File: src/rtl/quad_enc_gen.sv
// ---------------------------------------------------------------------------
// quad_enc_gen
// Quadrature encoder emulator. Accepts a move command (direction, number of
// quadrature edges, sclk cycles per edge) and steps an internal position
// counter, emitting the matching A/B channel levels and an optional index.
//
// Parameters
//   SYSCLK_FREQ     sclk frequency in Hz (informational)
//   COUNTS_PER_REV  quadrature states per revolution (multiple of 4)
//   POS_W           position width
//
// Ports
//   sclk        in   system clock, rising edge
//   rst         in   synchronous active-high reset
//   cmd_valid   in   command offered
//   cmd_ready   out  block idle and able to accept a command
//   cmd_dir     in   1 = forward (A leads B), 0 = reverse
//   cmd_steps   in   number of quadrature edges to emit
//   cmd_period  in   sclk cycles per edge (0 behaves as 1)
//   abort       in   stop the active command, no done pulse
//   enc_a       out  channel A
//   enc_b       out  channel B
//   enc_i       out  index, high while position == 0
//   position    out  current quadrature state count
//   busy        out  command in progress
//   done        out  one-cycle completion pulse
//
// Build option
//   QENC_INDEX_EN  when defined, enc_i is a registered position==0 flag;
//                  otherwise enc_i is tied low and no compare is built.
//
// state | meaning
// ------+--------------------------------------------------------------
// IDLE  | waiting for a command; cmd_ready high
// RUN   | emitting edges, one every period cycles until steps exhausted
// ---------------------------------------------------------------------------
module quad_enc_gen #(
  parameter int SYSCLK_FREQ    = 100_000_000,
  parameter int COUNTS_PER_REV = 8192,
  parameter int POS_W          = $clog2(COUNTS_PER_REV)
) (
  input  logic             sclk,
  input  logic             rst,
  input  logic             cmd_valid,
  output logic             cmd_ready,
  input  logic             cmd_dir,
  input  logic [15:0]      cmd_steps,
  input  logic [15:0]      cmd_period,
  input  logic             abort,
  output logic             enc_a,
  output logic             enc_b,
  output logic             enc_i,
  output logic [POS_W-1:0] position,
  output logic             busy,
  output logic             done
);

  if ((COUNTS_PER_REV < 4) || ((COUNTS_PER_REV % 4) != 0)) begin : g_bad_cpr
    $error("quad_enc_gen: COUNTS_PER_REV must be a positive multiple of 4");
  end
  if (SYSCLK_FREQ <= 0) begin : g_bad_clk
    $error("quad_enc_gen: SYSCLK_FREQ must be positive");
  end

  localparam logic [POS_W-1:0] POS_MAX = POS_W'(COUNTS_PER_REV - 1);

  typedef enum logic {IDLE, RUN} state_t;

  state_t            state_q, state_d;
  logic              dir_q, dir_d;
  logic [15:0]       period_q, period_d;
  logic [15:0]       timer_q, timer_d;
  logic [15:0]       remaining_q, remaining_d;
  logic [POS_W-1:0]  pos_q, pos_d;
  logic              done_pend_q, done_pend_d;
  logic              done_q;
  logic              enc_a_q, enc_b_q;

  always_ff @(posedge sclk) begin
    if (rst) begin
      state_q     <= IDLE;
      dir_q       <= 1'b0;
      period_q    <= 16'd1;
      timer_q     <= '0;
      remaining_q <= '0;
      pos_q       <= '0;
      done_pend_q <= 1'b0;
      done_q      <= 1'b0;
      enc_a_q     <= 1'b0;
      enc_b_q     <= 1'b0;
    end else begin
      state_q     <= state_d;
      dir_q       <= dir_d;
      period_q    <= period_d;
      timer_q     <= timer_d;
      remaining_q <= remaining_d;
      pos_q       <= pos_d;
      // completion is flagged on the last-step edge and shown one cycle later
      done_pend_q <= done_pend_d;
      done_q      <= done_pend_q;
      // A/B decoded from the next position so they change with position
      enc_a_q     <= pos_d[1] ^ pos_d[0];
      enc_b_q     <= pos_d[1];
    end
  end

  always_comb begin
    state_d     = state_q;
    dir_d       = dir_q;
    period_d    = period_q;
    timer_d     = timer_q;
    remaining_d = remaining_q;
    pos_d       = pos_q;
    done_pend_d = 1'b0;
    case (state_q)
      IDLE: begin
        // abort is ignored here, so a command offered with abort still lands
        if (cmd_valid) begin
          dir_d       = cmd_dir;
          period_d    = (cmd_period == 16'd0) ? 16'd1 : cmd_period;
          timer_d     = '0;
          remaining_d = cmd_steps;
          if (cmd_steps == 16'd0) begin
            done_pend_d = 1'b1;
          end else begin
            state_d = RUN;
          end
        end
      end
      RUN: begin
        if (abort) begin
          // abort beats a coincident step edge: position holds
          state_d = IDLE;
          timer_d = '0;
        end else if (timer_q == period_q - 16'd1) begin
          timer_d     = '0;
          remaining_d = remaining_q - 16'd1;
          if (dir_q) begin
            pos_d = (pos_q == POS_MAX) ? '0 : pos_q + 1'b1;
          end else begin
            pos_d = (pos_q == '0) ? POS_MAX : pos_q - 1'b1;
          end
          if (remaining_q == 16'd1) begin
            state_d     = IDLE;
            done_pend_d = 1'b1;
          end
        end else begin
          timer_d = timer_q + 16'd1;
        end
      end
    endcase
  end

`ifdef QENC_INDEX_EN
  logic enc_i_q;

  always_ff @(posedge sclk) begin
    if (rst) begin
      enc_i_q <= 1'b1;
    end else begin
      enc_i_q <= (pos_d == '0);
    end
  end

  assign enc_i = enc_i_q;
`else
  assign enc_i = 1'b0;
`endif

  assign cmd_ready = (state_q == IDLE);
  assign busy      = (state_q == RUN);
  assign done      = done_q;
  assign position  = pos_q;
  assign enc_a     = enc_a_q;
  assign enc_b     = enc_b_q;

endmodule

File: config.mk
export PLATFORM = sky130hd
export DESIGN_NAME = quad_enc_gen
export DESIGN_NICKNAME = d
export VERILOG_FILES = /design/src/rtl/quad_enc_gen.sv
export SDC_FILE = /design/constraint.sdc
export NUM_CORES = 1
export LEC_CHECK = 0
export CAP_MARGIN = 15
export CORE_UTILIZATION = 55
export CTS_BUF_LIST = sky130_fd_sc_hd__clkbuf_8
export DETAILED_ROUTE_END_ITERATION = 7
export PLACE_DENSITY_LB_ADDON = 0.1
export SYNTH_ARGS = -nofsm -noshare
export SYNTH_HDL_FRONTEND = slang
export SYNTH_SLANG_ARGS = --single-unit
export TNS_END_PERCENT = 50
File: constraint.sdc
create_clock -name sclk -period 5.2 [get_ports sclk]
set_input_delay 1.04 -clock sclk [delete_from_list [all_inputs] [get_ports sclk]]
set_output_delay 1.04 -clock sclk [all_outputs]
set_load 0.02 [all_outputs]
==> results of run 1 <==
[registers in the layout, summed over array words and instances, names as in the netlist]
name / count
period_q: 16
position: 13
dir_q: 1
remaining_q: 16
done_pend_q: 1
enc_a: 1
busy: 1
timer_q: 16
done: 1
[cell families after synthesis]
kind of cell | count (synthesis) | synth area share, %
and+or+nand+nor | 274 | 32.5
xor gates and xnor gates | 26 | 5.35
buffers and inverters | 48 | 5.00
other | 1 | 0.0882
muxes | 7 | 1.68
DFF | 66 | 31.1
AOI/OAI and AO/OA | 152 | 22.5
adders and majority gates | 6 | 1.77
[power groups by stage]
stage | registers [mW] | clock network [mW] | logic [mW]
CTS | 0.562 | 0.503 | 0.309
detailed placement | 0.574 | 0 | 0.306
finish | 0.563 | 0.495 | 0.311
global route | 0.568 | 0.525 | 0.345
global placement | 0.572 | 0 | 0.300
floorplan | 0.569 | 0 | 0.222
[worst max-delay path by stage]
stage          slack, ns  cells after the start                            to                     start
2_1_floorplan       2.32                     11  remaining_q[13]$_SDFFE_PP0P_  period_q[3]$_SDFFE_PP0P_
3_3_place_gp        1.56                      8   remaining_q[0]$_SDFFE_PP0P_                     abort
3_5_place_dp        1.51                      9   remaining_q[0]$_SDFFE_PP0P_  period_q[3]$_SDFFE_PP0P_
4_1_cts             1.48                      9   remaining_q[0]$_SDFFE_PP0P_  period_q[3]$_SDFFE_PP0P_
5_1_grt             1.07                      9   remaining_q[0]$_SDFFE_PP0P_  period_q[3]$_SDFFE_PP0P_
6_report            1.47                      9   remaining_q[0]$_SDFFE_PP0P_  period_q[3]$_SDFFE_PP0P_
[final cells by class]
class,count,area (µm²),share of cell area [%]
clock buffers,10,138,2.74
repair buffers,60,581,11.6
multi-input cells,466,2720,54.2
clock inverters,6,88.8,1.77
flip-flops and latches,66,1320,26.3
inverters,12,45.0,0.897
well taps,99,124,2.47
[routing by layer]
layer | track usage (%) | vias up
met2 | 41.8 | 105
met4 | 10.5 | 0
met5 | 0 | -
met3 | 3.21 | 19
li1 | - | 2152
met1 | 36.6 | 1966
[cells in the final DEF, fill, tap and decap left out, types with 15 or more instances in the layout]
master	n
nor4_1	15
nor3_1	26
clkdlybuf4s50_1	53
o21ai_0	34
dfxtp_1	66
a21oi_1	59
nand3_1	21
nand2_1	90
nor2b_1	23
nor2_1	38
==> impl_metrics.env, run 1 <==
export IMPL_intPower_mw=0.947
export IMPL_crit_slowest_cell="or2_1"
export IMPL_cpLargestDelayFamily="simple AND/OR/NAND/NOR gates"
export IMPL_nFillCells=627
export IMPL_placedCellCount=703
export IMPL_r2r_start="period_q[3]$_SDFFE_PP0P_"
export IMPL_synth_most_common_cell="nand2_1"
export IMPL_postCtsHoldBufs=0
export IMPL_ant_nets=0
export IMPL_met2WireLength_mm=4.72
export IMPL_die_area_um2=8090
export IMPL_wl_met3_um=536
export IMPL_cts_max_level=3
export IMPL_fin_util_pct=68.1
export IMPL_hp_class="register to register"
export IMPL_num_vias=4242
export IMPL_drc=0
export IMPL_cts_resized=0
export IMPL_reg2reg_slack_ns=1.47
export IMPL_synth_top_area_share_pct=31.1
export IMPL_vias_per_cell=5.90
export IMPL_topRoutingLayerUsed="met4"
export IMPL_leakagePower_nw=1.77
export IMPL_netlist_top_cells_count="nand2_1 (90), dfxtp_1 (66), a21oi_1 (59), nor2_1 (38), o21ai_0 (34)"
export IMPL_ff2ff_path_depth=9
export IMPL_pwr_share_seq_pct=41.1
export IMPL_fin_crit_ns=3.73
export IMPL_dp_slack_ns=1.51
export IMPL_cts_buffer_depth=2
export IMPL_crit_chain="or4_1 -> or4_1 -> o22ai_2 -> o211ai_2 -> nor4_4 -> buf_4 -> or2_1 -> o21ai_1 -> a221oi_2"
export IMPL_grt_pass1_vias=3896
export IMPL_slowest_delay_ns=0.72
export IMPL_hold_ws_ns=0.488
export IMPL_area_growth_pct=18.1
export IMPL_worst_path_max_fanout=25
export IMPL_period_share_pct=71.7
export IMPL_critPathKind="register to register"
export IMPL_rows=31
export IMPL_final_setup_skew_ns=0.0125
export IMPL_cpMostUsedCell="or4_1"
export IMPL_hold_viol_final=0
export IMPL_drv_cap=0
export IMPL_grt_max_degree=43
export IMPL_ys_seq_area_share_pct=31.1
export IMPL_setup_viol=0
export IMPL_hold_end="done$_SDFF_PP0_"
export IMPL_netlist_area_um2=4250
export IMPL_cts_root_buf="clkbuf_8"
export IMPL_arrival_ns=3.98
export IMPL_first_iter_violations=215
export IMPL_p_per_area_nw_per_um2=272
export IMPL_min_from="done_pend_q$_SDFF_PP0_"
export IMPL_synth_cell_types=64
export IMPL_fp_dieH_um=89.9
export IMPL_rsz0062_at_grt="false"
export IMPL_antenna_cells=0
export IMPL_drive_gt1_share_pct=6.13
export IMPL_wl_met1_mm=5.04
export IMPL_portBuffers=54
export IMPL_finalWeightedCongestion=0.863
export IMPL_power_frac_comb_pct=22.7
export IMPL_dpl_cell_area_um2=4790
export IMPL_p_sw_share_pct=30.8
export IMPL_ys_flop_type="dfxtp_1"
export IMPL_tightest_slew_ns=1.01
export IMPL_setup_ws_ns=1.47
export IMPL_switchingPower_mw=0.421
export IMPL_io_pins=56
export IMPL_grt_usage_pct=26.4
export IMPL_tns_ns=0
export IMPL_syn_inst=580
export IMPL_stdcell_area_um2=5020
export IMPL_overflow=0
export IMPL_synth_fp_nets=623
export IMPL_post_cts_buffers=0
export IMPL_die_w_um=89.9
export IMPL_numCtsBuffers=9
export IMPL_crit_buf_inv=1
export IMPL_synth_area_per_cell_um2=7.33
export IMPL_start_util_pct=57.7
export IMPL_clkPwrFrac_pct=36.2
export IMPL_synth_warnings=0
export IMPL_synth_area_leaders="dfxtp_1 (31%), nand2_1 (7.9%), a21oi_1 (6.9%)"
export IMPL_clk_latency_ns=0.35
export IMPL_maxSlewViolCount=0
export IMPL_total_power_mw=1.37
export IMPL_timing_rr_end="remaining_q[0]$_SDFFE_PP0P_"
export IMPL_max_vdd_ir_drop_mv=0.187
export IMPL_wl_per_cell_um=14.6
export IMPL_max_slew_margin_pct=32.7
export IMPL_ys_async_sr_fraction_pct=0
export IMPL_synth_seq_cells=66
export IMPL_synth_edf_count=0
export IMPL_antenna_found_initial=0
export IMPL_end_kind="register"
export IMPL_cp_start_kind="register"
export IMPL_cts_tree="built"
export IMPL_clock_sinks=66
export IMPL_dp_hpwl_mm=7.35
export IMPL_timing_fmax_mhz=268
export IMPL_cts_clk_slew_worst_paths_ns=0.07
export IMPL_core_area_um2=7370
export IMPL_required_ns=5.45
export IMPL_synth_top_area_cell="dfxtp_1"
export IMPL_grt_pass1_wl_mm=17.8
export IMPL_status="complete, no violations"
export IMPL_stdcell_count=719
export IMPL_dr_pass1_iters=5
export IMPL_fin_nets=658
export IMPL_wl_mm=10.5
export IMPL_hold_path_depth=1
(Power assumes the default switching activity.)
==> run 2: changes to the inputs <==
==> constraint.sdc (replaced) <==
create_clock -name sclk -period 3.85 [get_ports sclk]
set_input_delay 0.77 -clock sclk [delete_from_list [all_inputs] [get_ports sclk]]
set_output_delay 0.77 -clock sclk [all_outputs]
set_load 0.02 [all_outputs]
==> run 2 against run 1 <==
  * Sequential power grew 35%
  * Routed wire length grew 1.6%
  * Critical endpoint is now remaining_q[6]$_SDFFE_PP0P_
  * Combinational power grew 36%
  * Core utilization shrank 0.15 points
  * Global-route usage grew 0.87 points
  * Largest power group unchanged
  * Clock power grew 15%
  * Final cell count grew 0.56%
  * Via count grew 1.2%
==> impl_metrics.env, run 2 (synthesis gave the netlist of run 1 again) <==
export IMPL_status="complete, no violations"
export IMPL_core_area_um2=7370
export IMPL_min_from="period_q[15]$_SDFFE_PP0P_"
export IMPL_grt_pass1_vias=3848
export IMPL_hold_viol_final=0
export IMPL_die_w_um=89.9
export IMPL_max_vdd_ir_drop_mv=0.215
export IMPL_first_iter_violations=222
export IMPL_cts_root_buf="clkbuf_8"
export IMPL_ff2ff_path_depth=11
export IMPL_tns_ns=0
export IMPL_rows=31
export IMPL_end_kind="register"
export IMPL_period_share_pct=81.6
export IMPL_drv_cap=0
export IMPL_hold_end="period_q[15]$_SDFFE_PP0P_"
export IMPL_reg_top3="period_q x16, remaining_q x16, timer_q x16"
export IMPL_antenna_cells=0
export IMPL_hp_class="register to register"
export IMPL_timing_rr_end="remaining_q[6]$_SDFFE_PP0P_"
export IMPL_io_pins=56
export IMPL_drive_gt1_share_pct=6.57
export IMPL_cts_buffer_depth=2
export IMPL_required_ns=4.12
export IMPL_timing_fmax_mhz=318
export IMPL_wl_mm=10.7
export IMPL_numCtsBuffers=9
export IMPL_cts_tree="built"
export IMPL_antenna_found_initial=0
export IMPL_final_common_cell="nand2_1"
export IMPL_nFillCells=651
export IMPL_grt_pass1_wl_mm=18.3
export IMPL_rsz0062_at_grt="false"
export IMPL_crit_slowest_cell="or4_1"
export IMPL_maxSlewViolCount=0
export IMPL_portBuffers=54
export IMPL_cts_max_level=3
export IMPL_dr_pass1_iters=5
export IMPL_arrival_ns=3.41
export IMPL_drc=0
export IMPL_clk_latency_ns=0.34
export IMPL_hold_path_depth=2
export IMPL_cts_clk_slew_worst_paths_ns=0.08
export IMPL_ant_nets=0
export IMPL_post_cts_buffers=0
export IMPL_slowest_delay_ns=0.53
export IMPL_final_setup_skew_ns=0.00947
export IMPL_overflow=0
export IMPL_layout_common_cells="nand2_1 (90), dfxtp_1 (66), a21oi_1 (59), clkdlybuf4s50_1 (53), nor2_1 (38)"
export IMPL_clock_sinks=66
export IMPL_p_per_area_nw_per_um2=350
export IMPL_cp_start_kind="register"
export IMPL_r2r_start="period_q[0]$_SDFFE_PP1P_"
export IMPL_critPathKind="register to register"
export IMPL_vias_per_cell=5.94
export IMPL_fp_dieH_um=89.9
export IMPL_postCtsHoldBufs=0
export IMPL_grt_usage_pct=27.3
export IMPL_num_vias=4294
export IMPL_leakagePower_nw=1.78
export IMPL_worst_path_max_fanout=13
export IMPL_wl_per_cell_um=14.7
export IMPL_reg2reg_slack_ns=0.71
export IMPL_max_slew_margin_pct=37.2
export IMPL_die_area_um2=8090
export IMPL_start_util_pct=57.7
export IMPL_grt_max_degree=37
export IMPL_hold_ws_ns=0.466
export IMPL_area_growth_pct=17.8
export IMPL_finalWeightedCongestion=0.885
export IMPL_crit_chain="inv_1 -> ha_1 -> nor3b_1 -> or4_1 -> o22ai_2 -> o211ai_2 -> nor4_4 -> or2_1 -> buf_4 -> a21oi_1 -> a211oi_2"
export IMPL_setup_viol=0
export IMPL_dp_hpwl_mm=7.61
export IMPL_cts_resized=0
export IMPL_fin_nets=662
export IMPL_tightest_slew_ns=0.939
export IMPL_fin_crit_ns=3.14
run 2: changes by cell type in the layout (fill, tap and decap cells not counted), sizes merged:
cell,delta
clkinv,+3
clkinvlp,-1
clkbuf,-1
bufinv,-1
buf,+4
run 2: layout make-up:
class	instances	area [µm²]	area share [%]
Inverter	12	45.0	0.899
Multi-Input combinational cell	466	2720	54.4
Sequential cell	66	1320	26.4
Timing Repair Buffer	64	611	12.2
Tap cell	99	124	2.47
Clock buffer	9	124	2.47
Clock inverter	7	61.3	1.22
run 2: through the flow:
stage	util [%]	worst slack, ns	area, µm²	power, mW	cells
floorplan	-	0.968	4250	1.07	580
global placement	65.5	0.768	4820	1.19	707
detailed placement	65.5	0.717	4820	1.20	707
CTS	68.0	0.714	5010	1.76	723
global route	68.0	0.451	5010	1.86	723
finish	68.0	0.708	5010	1.75	723
run 2: critical path: cells and delay by family (launching register included):
kind,cells,cell delay (ns)
AND/OR/NAND/NOR,4,1.40
flip-flops,1,0.42
AO/OA/AOI/OAI,4,0.60
adder cells (fa/ha/maj),1,0.28
buffers and inverters,2,0.36
run 2: worst max path at each step:
stage | depth (start not counted) | from | to | slack, ns
floorplan | 11 | period_q[3]$_SDFFE_PP0P_ | remaining_q[13]$_SDFFE_PP0P_ | 0.97
global placement | 9 | period_q[3]$_SDFFE_PP0P_ | enc_a$_SDFF_PP0_ | 0.77
detailed placement | 11 | period_q[0]$_SDFFE_PP1P_ | remaining_q[5]$_SDFFE_PP0P_ | 0.72
CTS | 11 | period_q[0]$_SDFFE_PP1P_ | enc_a$_SDFF_PP0_ | 0.71
global route | 11 | period_q[0]$_SDFFE_PP1P_ | remaining_q[14]$_SDFFE_PP0P_ | 0.45
finish | 11 | period_q[0]$_SDFFE_PP1P_ | remaining_q[6]$_SDFFE_PP0P_ | 0.71
run 2: routing by layer:
layer	up-vias	part of all wire, %	GRT usage (%)
met5	-	0	0
met4	0	0.82	7.12
met3	9	5.9	4.48
met2	139	45	43.5
met1	1988	48	38.3
li1	2158	-	-
run 2: power by group:
part / internal [mW] / switching (mW) / total, mW
clock network: 0.292 / 0.275 / 0.568
logic: 0.182 / 0.242 / 0.424
registers: 0.718 / 0.0445 / 0.762
==> run 3: changes to the inputs <==
--- a/config.mk
+++ b/config.mk
@@ -6,7 +6,7 @@
 export NUM_CORES = 1
 export LEC_CHECK = 0
 export CAP_MARGIN = 15
-export CORE_UTILIZATION = 55
+export CORE_UTILIZATION = 52
 export CTS_BUF_LIST = sky130_fd_sc_hd__clkbuf_8
 export DETAILED_ROUTE_END_ITERATION = 7
 export PLACE_DENSITY_LB_ADDON = 0.1
==> constraint.sdc (replaced) <==
create_clock -name sclk -period 2.88 [get_ports sclk]
set_input_delay 0.576 -clock sclk [delete_from_list [all_inputs] [get_ports sclk]]
set_output_delay 0.576 -clock sclk [all_outputs]
set_load 0.02 [all_outputs]
==> run 3 against run 2 <==
  * The flow now finishes with violations (negative setup slack)
  * Largest cell class unchanged
  * Global-route usage down 0.38 points
  * Highest routed layer unchanged
  * Core utilization down 0.48 points
  * Critical endpoint is now enc_a$_SDFF_PP0_
  * Register-to-register slack lost 0.72 ns
  * Final cell count increased by 3.2%
  * Combinational power grew 48%
==> impl_metrics.env, run 3 (synthesis gave the netlist of run 1 again) <==
export IMPL_hp_class="register to register"
export IMPL_crit_slowest_cell="or4_4"
export IMPL_grt_usage_pct=26.9
export IMPL_final_common_cell="nand2_1"
export IMPL_stdcell_area_um2=5270
export IMPL_max_vdd_ir_drop_mv=0.232
export IMPL_postCtsHoldBufs=0
export IMPL_arrival_ns=3.12
export IMPL_hold_ws_ns=0.464
export IMPL_cts_root_buf="clkbuf_8"
export IMPL_leakagePower_nw=1.91
export IMPL_die_w_um=92.4
export IMPL_dr_pass1_iters=5
export IMPL_fin_util_pct=67.5
export IMPL_rsz0062_at_grt="true"
export IMPL_clock_sinks=66
export IMPL_overflow=0
export IMPL_fin_nets=682
export IMPL_post_cts_buffers=0
export IMPL_seqCellArea_um2=1320
export IMPL_tightest_slew_ns=0.684
export IMPL_dpl_cell_area_um2=4990
export IMPL_slowest_delay_ns=0.54
export IMPL_start_util_pct=54.5
export IMPL_layout_common_cells="nand2_1 (90), dfxtp_1 (65), a21oi_1 (58), clkdlybuf4s50_1 (53), nor2_1 (37)"
export IMPL_finalWeightedCongestion=0.890
export IMPL_end_kind="register"
export IMPL_portBuffers=54
export IMPL_multi_input_area_um2=2780
export IMPL_cpMostUsedCell="or4_4"
export IMPL_hold_viol_final=0
export IMPL_grt_pass1_vias=4052
export IMPL_crit_buf_inv=1
export IMPL_worst_path_max_fanout=6
export IMPL_clk_latency_ns=0.34
export IMPL_cp_start_kind="register"
export IMPL_fin_crit_ns=2.89
export IMPL_grt_pass1_wl_mm=18.8
export IMPL_cts_clk_slew_worst_paths_ns=0.07
export IMPL_ant_nets=0
export IMPL_total_power_mw=2.52
export IMPL_die_area_um2=8540
export IMPL_reg_top3="period_q x16, remaining_q x16, timer_q x16"
export IMPL_cts_tree="built"
export IMPL_p_per_area_nw_per_um2=478
export IMPL_period_share_pct=101
export IMPL_critPathKind="register to register"
export IMPL_drive_gt1_share_pct=11.5
export IMPL_wl_per_cell_um=14.7
export IMPL_final_setup_skew_ns=0.00770
export IMPL_maxSlewViolCount=0
export IMPL_timing_fmax_mhz=345
export IMPL_nFillCells=721
export IMPL_cts_max_level=3
export IMPL_tns_ns=-0.0149
export IMPL_rows=32
export IMPL_wl_mm=11.0
export IMPL_vias_per_cell=5.80
export IMPL_drv_cap=0
export IMPL_required_ns=3.11
export IMPL_fp_dieH_um=92.4
export IMPL_setup_ws_ns=-0.0149
export IMPL_drc=0
export IMPL_cpLargestDelayFamily="simple AND/OR/NAND/NOR gates"
export IMPL_max_slew_margin_pct=54.3
export IMPL_core_area_um2=7810
export IMPL_area_growth_pct=23.9
export IMPL_cts_buffer_depth=2
export IMPL_numCtsBuffers=9
export IMPL_io_pins=56
export IMPL_crit_chain="or4_4 -> or4_4 -> o22ai_4 -> o211ai_2 -> nor4_4 -> buf_6 -> mux2i_2 -> nand2_1 -> mux2_2"
export IMPL_antenna_found_initial=0
export IMPL_num_vias=4327
export IMPL_setup_viol=1
export IMPL_status="finished, violations left"
export IMPL_antenna_cells=0
export IMPL_first_iter_violations=173
export IMPL_grt_max_degree=31
export IMPL_dp_hpwl_mm=7.71
export IMPL_violations="negative setup slack"
run 3: stage by stage:
stage          worst slack [ns]  instances
6_report                -0.0149        746
4_1_cts                 0.00257        746
3_5_place_dp             -0.101        730
5_1_grt                  -0.116        746
3_3_place_gp             0.0891        730
2_1_floorplan             0.116        580
run 3: final cells by class:
class                   instances  share of cell area, %
multi-input cells             466                   52.7
repair buffers                 84                   14.7
clock inverters                 6                   1.54
flip-flops and latches         66                   25.1
inverters                      12                  0.855
clock buffers                  10                   2.61
well taps                     102                   2.42
run 3: timing repair:
action                     CTS  global route
resized for setup            4            12
setup endpoints to repair    2            26
gates cloned                 0             0
pin swaps                    0             8
run 3: per-layer routing:
metal / wire length (µm) / part of all wire [%] / GRT usage, %
met1: 5520 / 50 / 38.7
met2: 4850 / 44 / 40.9
met3: 499 / 4.5 / 3.45
met4: 132 / 1.2 / 9.64
met5: 0 / 0 / 0
run 3: path summary, 6_finish.rpt:
check                                               from                to  slack, ns  depth (start not counted)
worst min-delay path              done_pend_q$_SDFF_PP0_   done$_SDFF_PP0_       0.46                          1
worst max register to register  period_q[3]$_SDFFE_PP0P_  enc_a$_SDFF_PP0_      -0.01                          9
worst min register to register    done_pend_q$_SDFF_PP0_   done$_SDFF_PP0_       0.46                          1
worst max-delay path            period_q[3]$_SDFFE_PP0P_  enc_a$_SDFF_PP0_      -0.01                          9
run 3: where the power goes:
part           switching [mW]  internal (mW)  leakage [nW]  total [mW]
Clock                   0.375          0.505         0.113       0.881
Combinational           0.346          0.282          1.26       0.627
Sequential             0.0522          0.960         0.538        1.01
Total                   0.773           1.75          1.91        2.52
run 3: worst reg2reg max path, cell delays in order, from the launching register on:
cell,delay (ns)
dfxtp_2,0.32
or4_4,0.54
or4_4,0.51
o22ai_4,0.20
o211ai_2,0.11
nor4_4,0.32
buf_6,0.19
mux2i_2,0.24
nand2_1,0.09
mux2_2,0.27
